==> config.mk <==
export PLATFORM = sky130hd
export DESIGN_NAME = uart_tx
export DESIGN_NICKNAME = d
export VERILOG_FILES = /design/src/rtl/uart_tx.sv
export SDC_FILE = /design/constraint.sdc
export NUM_CORES = 1
export LEC_CHECK = 0
export ABC_AREA = 1
export CAP_MARGIN = 20
export CORE_ASPECT_RATIO = 1.1
export CORE_MARGIN = 5
export CORE_UTILIZATION = 63
export CTS_CLUSTER_DIAMETER = 30
export DETAILED_ROUTE_END_ITERATION = 6
export MAX_ROUTING_LAYER = met4
export PLACE_DENSITY_LB_ADDON = 0.2
export SYNTH_ARGS = -nofsm -noshare
export SYNTH_HDL_FRONTEND = slang
export SYNTH_SLANG_ARGS = --single-unit
==> constraint.sdc <==
create_clock -name clk -period 4.35 [get_ports clk]
set_clock_uncertainty 0.1 [all_clocks]
set_input_delay 0.435 -clock clk [delete_from_list [all_inputs] [get_ports clk]]
set_output_delay 0.435 -clock clk [all_outputs]
set_load 0.01 [all_outputs]
==> src/rtl/uart_tx.sv <==
// uart_tx: FIFO-buffered 8N1 UART transmitter with drain interrupt.
// Define UART_TX_PARITY_EN for 8E1 framing (even-parity bit after data).
module uart_tx #(
  parameter int CLKS_PER_BIT = 434,
  parameter int FIFO_DEPTH   = 4
) (
  input  logic       clk,
  input  logic       rst,
  input  logic       cpu_write,
  input  logic [7:0] cpu_write_byte,
  output logic       tx_full,
  output logic       tx_busy,
  output logic       tx_overflow,
  output logic       tx_done_int,
  output logic       uart_out
);

  localparam int AW = $clog2(FIFO_DEPTH);
  localparam int CW = $clog2(CLKS_PER_BIT);
  localparam logic [CW-1:0] LAST = CW'(CLKS_PER_BIT - 1);

  typedef enum logic [2:0] {
    IDLE,
    START,
    DATA,
`ifdef UART_TX_PARITY_EN
    PARITY,
`endif
    STOP
  } state_t;

  state_t        state_q, state_d;
  logic [CW-1:0] cnt_q, cnt_d;
  logic [2:0]    bit_q, bit_d;
  logic [7:0]    shift_q, shift_d;
  logic          out_d, done_d;
  logic          pop, push, empty, bit_end;
  logic [AW:0]   wptr_q, rptr_q;
  logic [7:0]    mem [FIFO_DEPTH];
  logic [7:0]    head;
`ifdef UART_TX_PARITY_EN
  logic          par_q, par_d;
`endif

  assign empty   = (wptr_q == rptr_q);
  assign tx_full = (wptr_q[AW] != rptr_q[AW]) &&
                   (wptr_q[AW-1:0] == rptr_q[AW-1:0]);
  assign tx_busy = (state_q != IDLE) || !empty;
  assign head    = mem[rptr_q[AW-1:0]];
  assign bit_end = (cnt_q == LAST);
  // A pop frees a slot in the same cycle, so a write while full still lands.
  assign push    = cpu_write && (!tx_full || pop);

  always_comb begin
    state_d = state_q;
    cnt_d   = bit_end ? '0 : cnt_q + 1'b1;
    bit_d   = bit_q;
    shift_d = shift_q;
    pop     = 1'b0;
    done_d  = 1'b0;
`ifdef UART_TX_PARITY_EN
    par_d   = par_q;
`endif
    unique case (state_q)
      IDLE: begin
        cnt_d = '0;
        if (!empty) begin
          pop     = 1'b1;
          state_d = START;
        end
      end
      START: begin
        if (bit_end) begin
          state_d = DATA;
          bit_d   = '0;
        end
      end
      DATA: begin
        if (bit_end) begin
          shift_d = {1'b0, shift_q[7:1]};
          bit_d   = bit_q + 1'b1;
          if (bit_q == 3'd7) begin
`ifdef UART_TX_PARITY_EN
            state_d = PARITY;
`else
            state_d = STOP;
`endif
          end
        end
      end
`ifdef UART_TX_PARITY_EN
      PARITY: begin
        if (bit_end) state_d = STOP;
      end
`endif
      STOP: begin
        if (bit_end) begin
          if (!empty) begin
            pop     = 1'b1;
            state_d = START;
          end else begin
            state_d = IDLE;
            done_d  = 1'b1;
          end
        end
      end
      default: state_d = IDLE;
    endcase
    if (pop) begin
      shift_d = head;
`ifdef UART_TX_PARITY_EN
      par_d   = ^head;
`endif
    end
  end

  // Line level follows the next state so uart_out is a clean register.
  always_comb begin
    out_d = 1'b1;
    unique case (state_d)
      START:   out_d = 1'b0;
      DATA:    out_d = shift_d[0];
`ifdef UART_TX_PARITY_EN
      PARITY:  out_d = par_d;
`endif
      default: out_d = 1'b1;
    endcase
  end

  always_ff @(posedge clk) begin
    if (rst) begin
      state_q     <= IDLE;
      cnt_q       <= '0;
      bit_q       <= '0;
      shift_q     <= '0;
      wptr_q      <= '0;
      rptr_q      <= '0;
      uart_out    <= 1'b1;
      tx_done_int <= 1'b0;
      tx_overflow <= 1'b0;
`ifdef UART_TX_PARITY_EN
      par_q       <= 1'b0;
`endif
    end else begin
      state_q     <= state_d;
      cnt_q       <= cnt_d;
      bit_q       <= bit_d;
      shift_q     <= shift_d;
      uart_out    <= out_d;
      tx_done_int <= done_d;
`ifdef UART_TX_PARITY_EN
      par_q       <= par_d;
`endif
      if (push) wptr_q <= wptr_q + 1'b1;
      if (pop) rptr_q <= rptr_q + 1'b1;
      if (cpu_write && !push) tx_overflow <= 1'b1;
    end
  end

  always_ff @(posedge clk) begin
    if (push) mem[wptr_q[AW-1:0]] <= cpu_write_byte;
  end

endmodule

* Yosys cells after proc, flatten, opt, wreduce, memory -nomap -nowiden
Memories as Yosys holds them, arrays and structs flattened. A register that Yosys moved wholly into a read port is not among the register bits. Cells that the tools add are included.
Word-level totals: memories kept 1, output and inout port bits 5, RAM bits 32, logic and storage cells 68, input port bits 11, flip-flop bits (word level) 32
Memory list:
- mem | words 4, bits a word 8, read ports 1, clocked after memory_dff 1, wr ports 1, RTL line 39 | logic [7:0] mem [FIFO_DEPTH];
Cells by class: equality and inequality tests 12, muxes and demuxes 22, reductions and logical operators 17, $add $sub $neg 4, bitwise logic cells 2
Operator list (count):
- $mux 8 | 3
- $mux 3 | 7
- $pmux 3 s4 | 1
- $add 3x1->3 const B | 3
- $add 9x1->9 const B | 1
- $eq 3x2->1 const B | 3
- $eq 9x9->1 const B | 1
- $eq 3x1->1 const B | 2
- $mux 1 | 6
- $pmux 3 s2 | 1
- $reduce_bool 2->1 | 3
- $reduce_or 3->1 | 2
- $mux 2 | 2
- $ne 2x2->1 const B | 2
- $pmux 1 s2 | 2
- $eq 3x3->1 | 1
- $eq 3x3->1 const B | 1
- $logic_and 1x1->1 | 3
- $logic_not 1->1 | 3
- $logic_not 3->1 | 1
- $reduce_and 3->1 | 1
- $reduce_bool 3->1 | 1
- $eq 2x2->1 | 1
- $logic_or 1x1->1 | 2
- other kinds (3) | 4

* Longest topological paths before layout
Gate-level depths: netlist of the first run.
depth after elaboration 8, depth in mapped cells 12, mapped depth without buffers 12

* Worst setup path before layout of the first run
Ideal clock, no wire load.
path kind register to register, start point register cnt_q[0], end point memory mem[0][0], enable pin, library setup time 0.371 ns, required time 3.879 ns, arrival time 1.496 ns, stages on the path, launching flop included 10, path buffers 0, clock period less this slack 1.967 ns, path slack 2.383 ns, cell sequence dfxtp_1 ha_1 nand2_1 nor2_4 nand3_2 nand2_2 nand2_4 nand2_4 nand2_4 nor2_1
Between the ends: word-level cells in the longest chain between the ends 7
RTL lines:
- from (decl) | RTL line 33 | logic [CW-1:0] cnt_q, cnt_d;
- from (signal assigned) | RTL line 146 | cnt_q <= cnt_d;
- $eq 9x9->1 | RTL line 50 | assign bit_end = (cnt_q == LAST);
- $mux 1 | RTL line 97 | if (bit_end) begin
- $pmux 1 s2 | RTL line 64 | unique case (state_q)
- $logic_or 1x1->1 | RTL line 52 | assign push = cpu_write && (!tx_full || pop);
- $logic_and 1x1->1 | RTL line 52
- $mux 1 | RTL line 161 | if (push) mem[wptr_q[AW-1:0]] <= cpu_write_byte;
- $mux 1 (implied by the code) | RTL line 161
- to (decl) | RTL line 39
No other way between the ends.

* Worst setup path in the final report of the first run
start point register wptr_q[0], end point output port tx_full
Between the ends: word-level cells in the longest chain between the ends 2
RTL lines:
- from (decl) | RTL line 38 | logic [AW:0] wptr_q, rptr_q;
- from (signal assigned) | RTL line 154 | if (push) wptr_q <= wptr_q + 1'b1;
- $eq 2x2->1 | RTL line 47 | (wptr_q[AW-1:0] == rptr_q[AW-1:0]);
- $logic_and 1x1->1 | RTL line 46 | assign tx_full = (wptr_q[AW] != rptr_q[AW]) &&
- to (decl) | RTL line 11 | output logic tx_full,
No other way between the ends.

==> summary.txt, run 1 <==
outcome - complete, no violations
hold_sp - tx_overflow
worst reg-to-reg setup slack - 1.99 ns
VDD IR max - 0.5747 mV
Synth Warn # - 0
RR Startpoint - cnt_q[0]
clock root buffer - clkbuf_8
CTS sink count - 66
Syn Inst Count - 310
MaxCap Viol Count - 0
vias - 2089
CP Data Required Time - 3.82 ns
sw frac - 27.26%
Netlist Area Pre-Place - 0.002889 mm²
Die H - 81.03 µm
DP Cell Count - 372
layout cells sized above 1 - 10.48%
initial antenna violation count - 0
Die ar. - 0.006042 mm²
switching power - 381.5 µW
worst-path maximum fanout - 5
RSZ-0062 raised after global routing - no
Tot GR Track Use - 22.20%
clk_lat worst skew - 0.35 ns
design area - 0.003263 mm²
Worst Setup End Kind - primary output
maximum clock insertion buffer count - 2
Mean Syn Cell Area - 9.319 µm²
initial core utilization - 65.97%
wire length per cell - 14.24 µm
first-pass GRT wire length - 9549 µm
post-cts sizing count - 0
number of synthesized register bits - 66
largest net degree at the start of global routing - 18
post-synth top area share - 33.26%
top post-synthesis cells by area - edfxtp_1, dfxtp_1, nor2_1
DRT Pass-1 Iters - 4
Rel. slew slack - 51.29%
cell taking the most area after synthesis - edfxtp_1
CP arrival - 1.88 ns
final setup TNS - 0 ns
CP Class - flop to primary output
Reg-to-Reg End - mem[1][5]
Setup-failing EPs final - 0
CTS buffer count - 9
setup ws final - 1.935 ns
register area share after synthesis - 56.82%
Antenna Nets Post-Route - 0
DIE WIDTH - 74.57 µm
CTS tree - yes
fillcell total - 323
Slew @ Worst Pin - 0.7280 ns
FP Rows - 25
gpl congestion - 0.8466
Slew Viols, Final - 0
Nets - 349
I/O Pins - 16
area grow syn2layout - 12.95%
Internal Dissipation - 1.018 mW
PD cells - 428.8 mW/mm²
ys flop type - dfxtp_1
detailed router's first-iteration violation count - 150
P_leak - 1.237 nW
vias per cell - 5.384
vias in the first global route - 2056
Post-DP Area - 0.003069 mm²
Setup WS pre-CTS - 1.997 ns
core box area - 0.004379 mm²
htree depth - 3
CTS hold repair buffers - 0
Post-Syn Nets - 330
clock network fraction of total power - 35.9%
f_max - 0.4140 GHz
worst hold path depth - 2
Reg clk slew, reported paths - 0.07 ns
final wirelength - 5527 µm
I/O Buffers - 15
Async S/R FF share, synth - 0%
number of synthesized flops with an enable pin - 32
Final period util - 55.52%
Setup crit start kind - flop
Synth cell types - 34
WHS Endpoint - tx_overflow
Overflow after GRT - 0
dpl hpwl - 3857 µm
drc violations - 0
Inserted Diodes - 0
Final Hold Fails - 0
sequential cell fraction of total power - 51.4%
fin cells - 388
R2R depth - 9
post-route minimum period - 2.415 ns
Hold Path Class - flop to flop
setup bufs post-CTS - 0
Comb pwr share - 12.7%
[state kept, by name, summed over array words and instances, names as in the netlist, named ones only]
| name | count |
|---|---|
| bit_q | 3 |
| state_q | 3 |
| uart_out | 1 |
| rptr_q | 3 |
| mem | 32 |
| tx_done_int | 1 |
| wptr_q | 3 |
| shift_q | 8 |
| tx_overflow | 1 |
| cnt_q | 9 |
[cell usage in the layout, fill, tap and decap left out, types with 2 or more instances in the layout]
| cell type | count |
|---|---|
| a21oi_1 | 13 |
| a31oi_1 | 2 |
| and3_1 | 2 |
| clkbuf_8 | 9 |
| clkdlybuf4s50_1 | 15 |
| clkinv_2 | 3 |
| clkinvlp_4 | 3 |
| dfxtp_1 | 34 |
| edfxtp_1 | 32 |
| ha_1 | 9 |
| inv_1 | 27 |
| inv_2 | 2 |
| mux2i_1 | 2 |
| nand2_1 | 51 |
| nand2_2 | 2 |
| nand2_4 | 3 |
| nand3_1 | 18 |
| nand3_2 | 2 |
| nor2_1 | 52 |
| nor2_2 | 3 |
| nor2_4 | 3 |
| nor3_1 | 7 |
| o21ai_0 | 14 |
| o21ai_1 | 7 |
| o22ai_1 | 2 |
| o32ai_1 | 5 |
| xor2_1 | 2 |
[how the worst max path moves through the flow]
stage | startpoint | to | slack (ns) | cells past startpoint
5_1_grt | cnt_q[0] | mem[1][3] | 1.80 | 9
4_1_cts | wptr_q[0] | tx_full | 1.92 | 6
3_5_place_dp | cnt_q[0] | mem[1][6] | 2.00 | 9
6_report | wptr_q[0] | tx_full | 1.93 | 6
3_3_place_gp | state_q[1] | mem[1][5] | 2.07 | 7
2_1_floorplan | cnt_q[0] | mem[0][0] | 2.38 | 9
[metal layers]
layer	GRT usage, %	part of all wire (%)	vias to the layer above
met5	-	0	-
met4	9.786	3.1	0
met3	7.054	5.0	16
met2	32.86	47	48
met1	27.90	45	955
li1	-	-	1070
[power by group through the flow]
stage                     Combinational (mW)  Sequential (mW)  Clock (mW)
after floorplan                        0.139            0.719           0
after global placement                 0.172            0.732           0
after detailed placement               0.176            0.733           0
after CTS                              0.179            0.719       0.509
after global routing                   0.202            0.724       0.546
final                                  0.178            0.719       0.502
[through the flow]
stage	hold slack [ns]	util [%]	power, mW
CTS	0.3629	74.51	1.407
finish	0.3675	74.51	1.399
global route	0.3758	74.51	1.473
global placement	0.3441	70.09	0.9040
detailed placement	0.3488	70.09	0.9085
floorplan	0.3291	-	0.8579
[Yosys cell counts (3+ instances only)]
cell,n
nand2_4,3
nor2_4,3
o21ai_0,14
buf_2,3
nand2_1,51
nor3_1,7
dfxtp_1,34
a21oi_1,13
o32ai_1,5
nand3_1,18
o21ai_1,7
ha_1,9
inv_1,27
nor2_1,52
clkbuf_1,3
edfxtp_1,32
nor2_2,3
[area by class of cell]
cell class              instances  area (µm²)  share of cell area [%]
clock buffers                   9       123.9                   3.796
clock inverters                 7       70.07                   2.147
inverters                      31       118.9                   3.643
multi-input cells             206        1091                   33.44
flip-flops and latches         66        1642                   50.31
well taps                      54       67.56                   2.071
repair buffers                 15       150.1                   4.601
[critical path, cell delays in order (launching register included)]
cell and delay (ns):
dfxtp_1 0.36, inv_1 0.14, nand2_1 0.07, nand2_1 0.16
nand2_1 0.12, nor2_4 0.14, clkdlybuf4s50_1 0.55
[cell families (layout without fill, tap and decap cells)]
logic type / count (synthesis) / count (layout) / share of synthesized area (%)
xor+xnor: 3 / 3 / 0.9097
fa+ha+maj: 9 / 9 / 3.898
flops: 66 / 66 / 56.82
buf+inv: 38 / 62 / 5.414
simple gates: 147 / 147 / 23.56
compound gates: 44 / 44 / 8.575
mux: 2 / 2 / 0.6930
other cells: 1 / 1 / 0.1298
(Power assumes the default switching activity.)
==> run 2: changes to the inputs <==
- CORE_UTILIZATION: 63 -> 53
- clock period: 4.35 -> 2.12 ns (I/O delays scaled with it)
==> run 2 against run 1 <==
Net effect: non-clock buffer count is 9 higher; largest cell class unchanged; critical path type unchanged; via count is 1.4% lower; first-iteration DRC count is 38% lower; sequential share of layout area is 1.4 points lower.
==> summary.txt, run 2 (synthesis gave the netlist of run 1 again) <==
largest net degree at the start of global routing - 17
setup bufs post-CTS - 0
number of flip-flops in the largest register - 32
f_max - 0.4989 GHz
Die H - 87.44 µm
CP Class - flop to primary output
switching power - 737.5 µW
CTS sink count - 66
CTS hold repair buffers - 0
post-route minimum period - 2.004 ns
clock network fraction of total power - 35.0%
CTS buffer count - 9
post-cts sizing count - 1
sw frac - 25.92%
DIE WIDTH - 80.40 µm
dpl hpwl - 4079 µm
area grow syn2layout - 16.15%
htree depth - 3
sequential cell fraction of total power - 51.5%
final setup TNS - 0 ns
CP arrival - 1.69 ns
vias in the first global route - 2044
P_leak - 1.297 nW
Overflow after GRT - 0
final wirelength - 5243 µm
vias per cell - 4.926
wire length per cell - 12.54 µm
Setup-failing EPs final - 0
Comb pwr share - 13.5%
worst hold path depth - 2
initial core utilization - 54.25%
final core area utilization - 63.02%
worst-path maximum fanout - 5
drc violations - 0
DRT Pass-1 Iters - 4
Final Hold Fails - 0
gpl congestion - 0.8383
Reg clk slew, reported paths - 0.07 ns
outcome - complete, no violations
first-pass GRT wire length - 9073 µm
CTS tree - yes
Nets - 358
Tot GR Track Use - 17.64%
vias - 2059
I/O Pins - 16
clock root buffer - clkbuf_8
detailed router's first-iteration violation count - 93
design area - 0.003356 mm²
Antenna Nets Post-Route - 0
RSZ-0062 raised after global routing - no
Final period util - 94.54%
FP Rows - 28
clk_lat worst skew - 0.33 ns
CP Data Required Time - 1.81 ns
I/O Buffers - 15
Setup crit start kind - flop
Inserted Diodes - 0
PD cells - 847.9 mW/mm²
Worst Setup End Kind - primary output
layout cells sized above 1 - 13.12%
Post-DP Area - 0.003163 mm²
Hold Path Class - flop to flop
R2R depth - 10
Internal Dissipation - 2.108 mW
maximum clock insertion buffer count - 2
VDD IR max - 0.6463 mV
Die ar. - 0.007029 mm²
initial antenna violation count - 0
commonest non-fill, non-tap cell in the layout - nor2_1
most frequent cells in the layout - nor2_1, nand2_1, dfxtp_1
Slew Viols, Final - 0
core box area - 0.005325 mm²
MaxCap Viol Count - 0
-- run 2: changes by cell type in the layout (fill, tap and decap cells not counted) --
cell             before  now
buf_4                 0    9
clkinvlp_4            3    1
dlygate4sd2_1         0    1
clkinv_2              3    5
clkinv_4              1    2
clkinv_1              1    0
clkdlybuf4s50_1      15   14
-- run 2: path summary, 6_finish.rpt --
kind,startpoint,endpoint,slack (ns)
hold / removal,tx_overflow,tx_overflow,0.35
setup reg to reg,cnt_q[0],mem[0][7],0.26
setup / recovery,wptr_q[0],tx_busy,0.12
hold reg to reg,tx_overflow,tx_overflow,0.35
-- run 2: cell type report --
type / count / area [µm²]
fill: 480 / 1969
sequential: 66 / 1642
multi-input combinational: 206 / 1091
timing repair buffer: 24 / 216.5
clock buffer: 9 / 123.9
inverter: 31 / 118.9
tap: 75 / 93.84
clock inverter: 7 / 70.07
-- run 2: through the flow --
stage | std cells | hold slack [ns] | power [mW] | worst slack [ns]
detailed placement | 402 | 0.3430 | 1.883 | 0.2688
finish | 418 | 0.3501 | 2.845 | 0.1157
global route | 418 | 0.3838 | 2.997 | 0.01554
CTS | 418 | 0.3536 | 2.879 | 0.07956
global placement | 402 | 0.3401 | 1.875 | 0.3125
floorplan | 310 | 0.1896 | 1.760 | 0.1534
-- run 2: power groups by stage --
| stage | registers [mW] | clock network, mW | logic, mW |
|---|---|---|---|
| 2_1_floorplan | 1.47 | 0 | 0.286 |
| 3_3_place_gp | 1.49 | 0 | 0.383 |
| 3_5_place_dp | 1.49 | 0 | 0.389 |
| 4_1_cts | 1.47 | 1.02 | 0.390 |
| 5_1_grt | 1.48 | 1.08 | 0.438 |
| 6_report | 1.47 | 0.995 | 0.385 |
-- run 2: worst max-delay path, cell delays in order, from the launching register on --
cell and delay (ns):
dfxtp_1 0.40, inv_1 0.11, nand2_1 0.08, nand2_1 0.11, nand4_1 0.12, clkdlybuf4s50_1 0.54
-- run 2: routing by layer --
layer  GRT usage (%)  vias up  part of all wire (%)
met5               -        -                     0
met4           7.834        0                   2.3
met3           3.623       14                   2.9
met2           29.97       23                    51
met1           20.00      934                    44
li1                -     1088                     -
==> run 3: changes to the inputs <==
- CORE_ASPECT_RATIO: 1.1 -> not set
==> run 3 against run 2 <==
Net effect: sequential power hardly changed; wire length is 4.8% higher; die area hardly changed; power is 1.0% higher; clock-buffer cell count stayed put; utilization is 1.5 points higher; clock power hardly changed; critical path depth stayed put; register-to-register slack hardly changed; largest power group unchanged; non-clock buffer count stayed put.
==> summary.txt, run 3 (synthesis gave the netlist of run 1 again) <==
clk_lat worst skew - 0.33 ns
maximum clock insertion buffer count - 2
clock network fraction of total power - 35.3%
Worst path most repeated cell - nand2_1
CP max stage cell - clkdlybuf4s50_1
Nets - 358
CTS buffer count - 9
number of flip-flops in the largest register - 32
Final Hold Fails - 0
htree depth - 3
footprint of the multi-input gates - 0.001096 mm²
Final period util - 94.64%
final core area utilization - 64.47%
worst-path maximum fanout - 5
vias - 2091
DIE WIDTH - 83.83 µm
DRT Pass-1 Iters - 4
Die H - 83.83 µm
setup bufs post-CTS - 0
dpl hpwl - 4130 µm
largest net degree at the start of global routing - 17
drc violations - 0
area grow syn2layout - 16.15%
clock root buffer - clkbuf_8
Tot GR Track Use - 16.76%
Reg clk slew, reported paths - 0.07 ns
metal2 WL - 2590 µm
vias per cell - 5.063
initial core utilization - 55.50%
CP Class - flop to primary output
FP Rows - 26
CTS hold repair buffers - 0
outcome - complete, no violations
first-pass GRT wire length - 8859 µm
Antenna Nets Post-Route - 0
core box area - 0.005205 mm²
VDD IR max - 0.5481 mV
CP arrival - 1.69 ns
Die ar. - 0.007027 mm²
most frequent cells in the layout - nor2_1, nand2_1, dfxtp_1
Overflow after GRT - 0
CTS sink count - 66
final wirelength - 5493 µm
detailed router's first-iteration violation count - 138
Internal Dissipation - 2.108 mW
Highest Signal Layer - met4
f_max - 0.4984 GHz
cell chain of the critical path - inv_1 > nand2_1 > nand2_1 > nand4_1 > clkdlybuf4s50_1
RSZ-0062 raised after global routing - no
Seq. cell area - 0.001643 mm²
Comb pwr share - 13.6%
design area - 0.003356 mm²
MaxCap Viol Count - 0
switching power - 767.4 µW
gpl congestion - 0.8251
Slew Viols, Final - 0
P_leak - 1.290 nW
wire length per cell - 13.30 µm
sequential cell fraction of total power - 51.1%
I/O Pins - 16
commonest non-fill, non-tap cell in the layout - nor2_1
initial antenna violation count - 0
CP Data Required Time - 1.81 ns
sw frac - 26.69%
fillcell total - 437
Worst Setup End Kind - primary output
I/O Buffers - 15
final setup TNS - 0 ns
post-route minimum period - 2.006 ns
crit-path max cell delay - 0.54 ns
WL met1 - 2521 µm
Post-DP Area - 0.003157 mm²
Hold Path Class - flop to flop
layout cells sized above 1 - 13.41%
DR WL met3 - 304 µm
Inserted Diodes - 0
vias in the first global route - 1925
PD cells - 856.7 mW/mm²
CTS tree - yes
Setup-failing EPs final - 0
Setup crit start kind - flop
run 3: area by class of cell:
class                      instances  area share (%)
timing repair buffer              24           6.450
inverter                          31           3.542
clock buffer                       9           3.691
sequential                        66           48.96
tap                               70           2.610
multi-input combinational        206           32.66
clock inverter                     7           2.088
run 3: final timing paths:
kind               startpoint     endpoint  slack, ns  depth (start not counted)
hold / removal    tx_overflow  tx_overflow       0.35                          2
setup / recovery    wptr_q[1]      tx_busy       0.11                          5
setup reg to reg     cnt_q[0]    mem[2][6]       0.26                         10
hold reg to reg   tx_overflow  tx_overflow       0.35                          2
run 3: metal layers:
| layer | global-route usage [%] | up-vias |
|---|---|---|
| met3 | 4.245 | 7 |
| met5 | - | - |
| met1 | 20.40 | 951 |
| li1 | - | 1090 |
| met2 | 26.61 | 43 |
| met4 | 6.871 | 0 |
run 3: critical path, delay by kind of cell (launching register included):
family                 cells  cell delay [ns]
buffers and inverters      2             0.65
flip-flops                 1             0.40
AND/OR/NAND/NOR            3             0.31
run 3: power groups by stage:
| stage | Combinational, mW | Sequential (mW) | Clock, mW |
|---|---|---|---|
| 2_1_floorplan | 0.286 | 1.47 | 0 |
| 3_3_place_gp | 0.385 | 1.49 | 0 |
| 3_5_place_dp | 0.394 | 1.50 | 0 |
| 4_1_cts | 0.395 | 1.47 | 1.03 |
| 5_1_grt | 0.439 | 1.48 | 1.08 |
| 6_report | 0.391 | 1.47 | 1.02 |
run 3: repair_timing:
item / 4_1_cts / 5_1_grt
gates cloned: 0 / 0
setup endpoints to repair: 1 / 1
gates resized for setup: 1 / 2
run 3: stage by stage:
stage | hold WS (ns) | total power, mW | setup slack (ns) | cells
6_report | 0.3490 | 2.875 | 0.1136 | 413
5_1_grt | 0.3738 | 3.001 | 0.02214 | 413
4_1_cts | 0.3526 | 2.890 | 0.06761 | 413
3_5_place_dp | 0.3417 | 1.890 | 0.2627 | 397
3_3_place_gp | 0.3385 | 1.879 | 0.3075 | 397
2_1_floorplan | 0.1896 | 1.760 | 0.1534 | 310
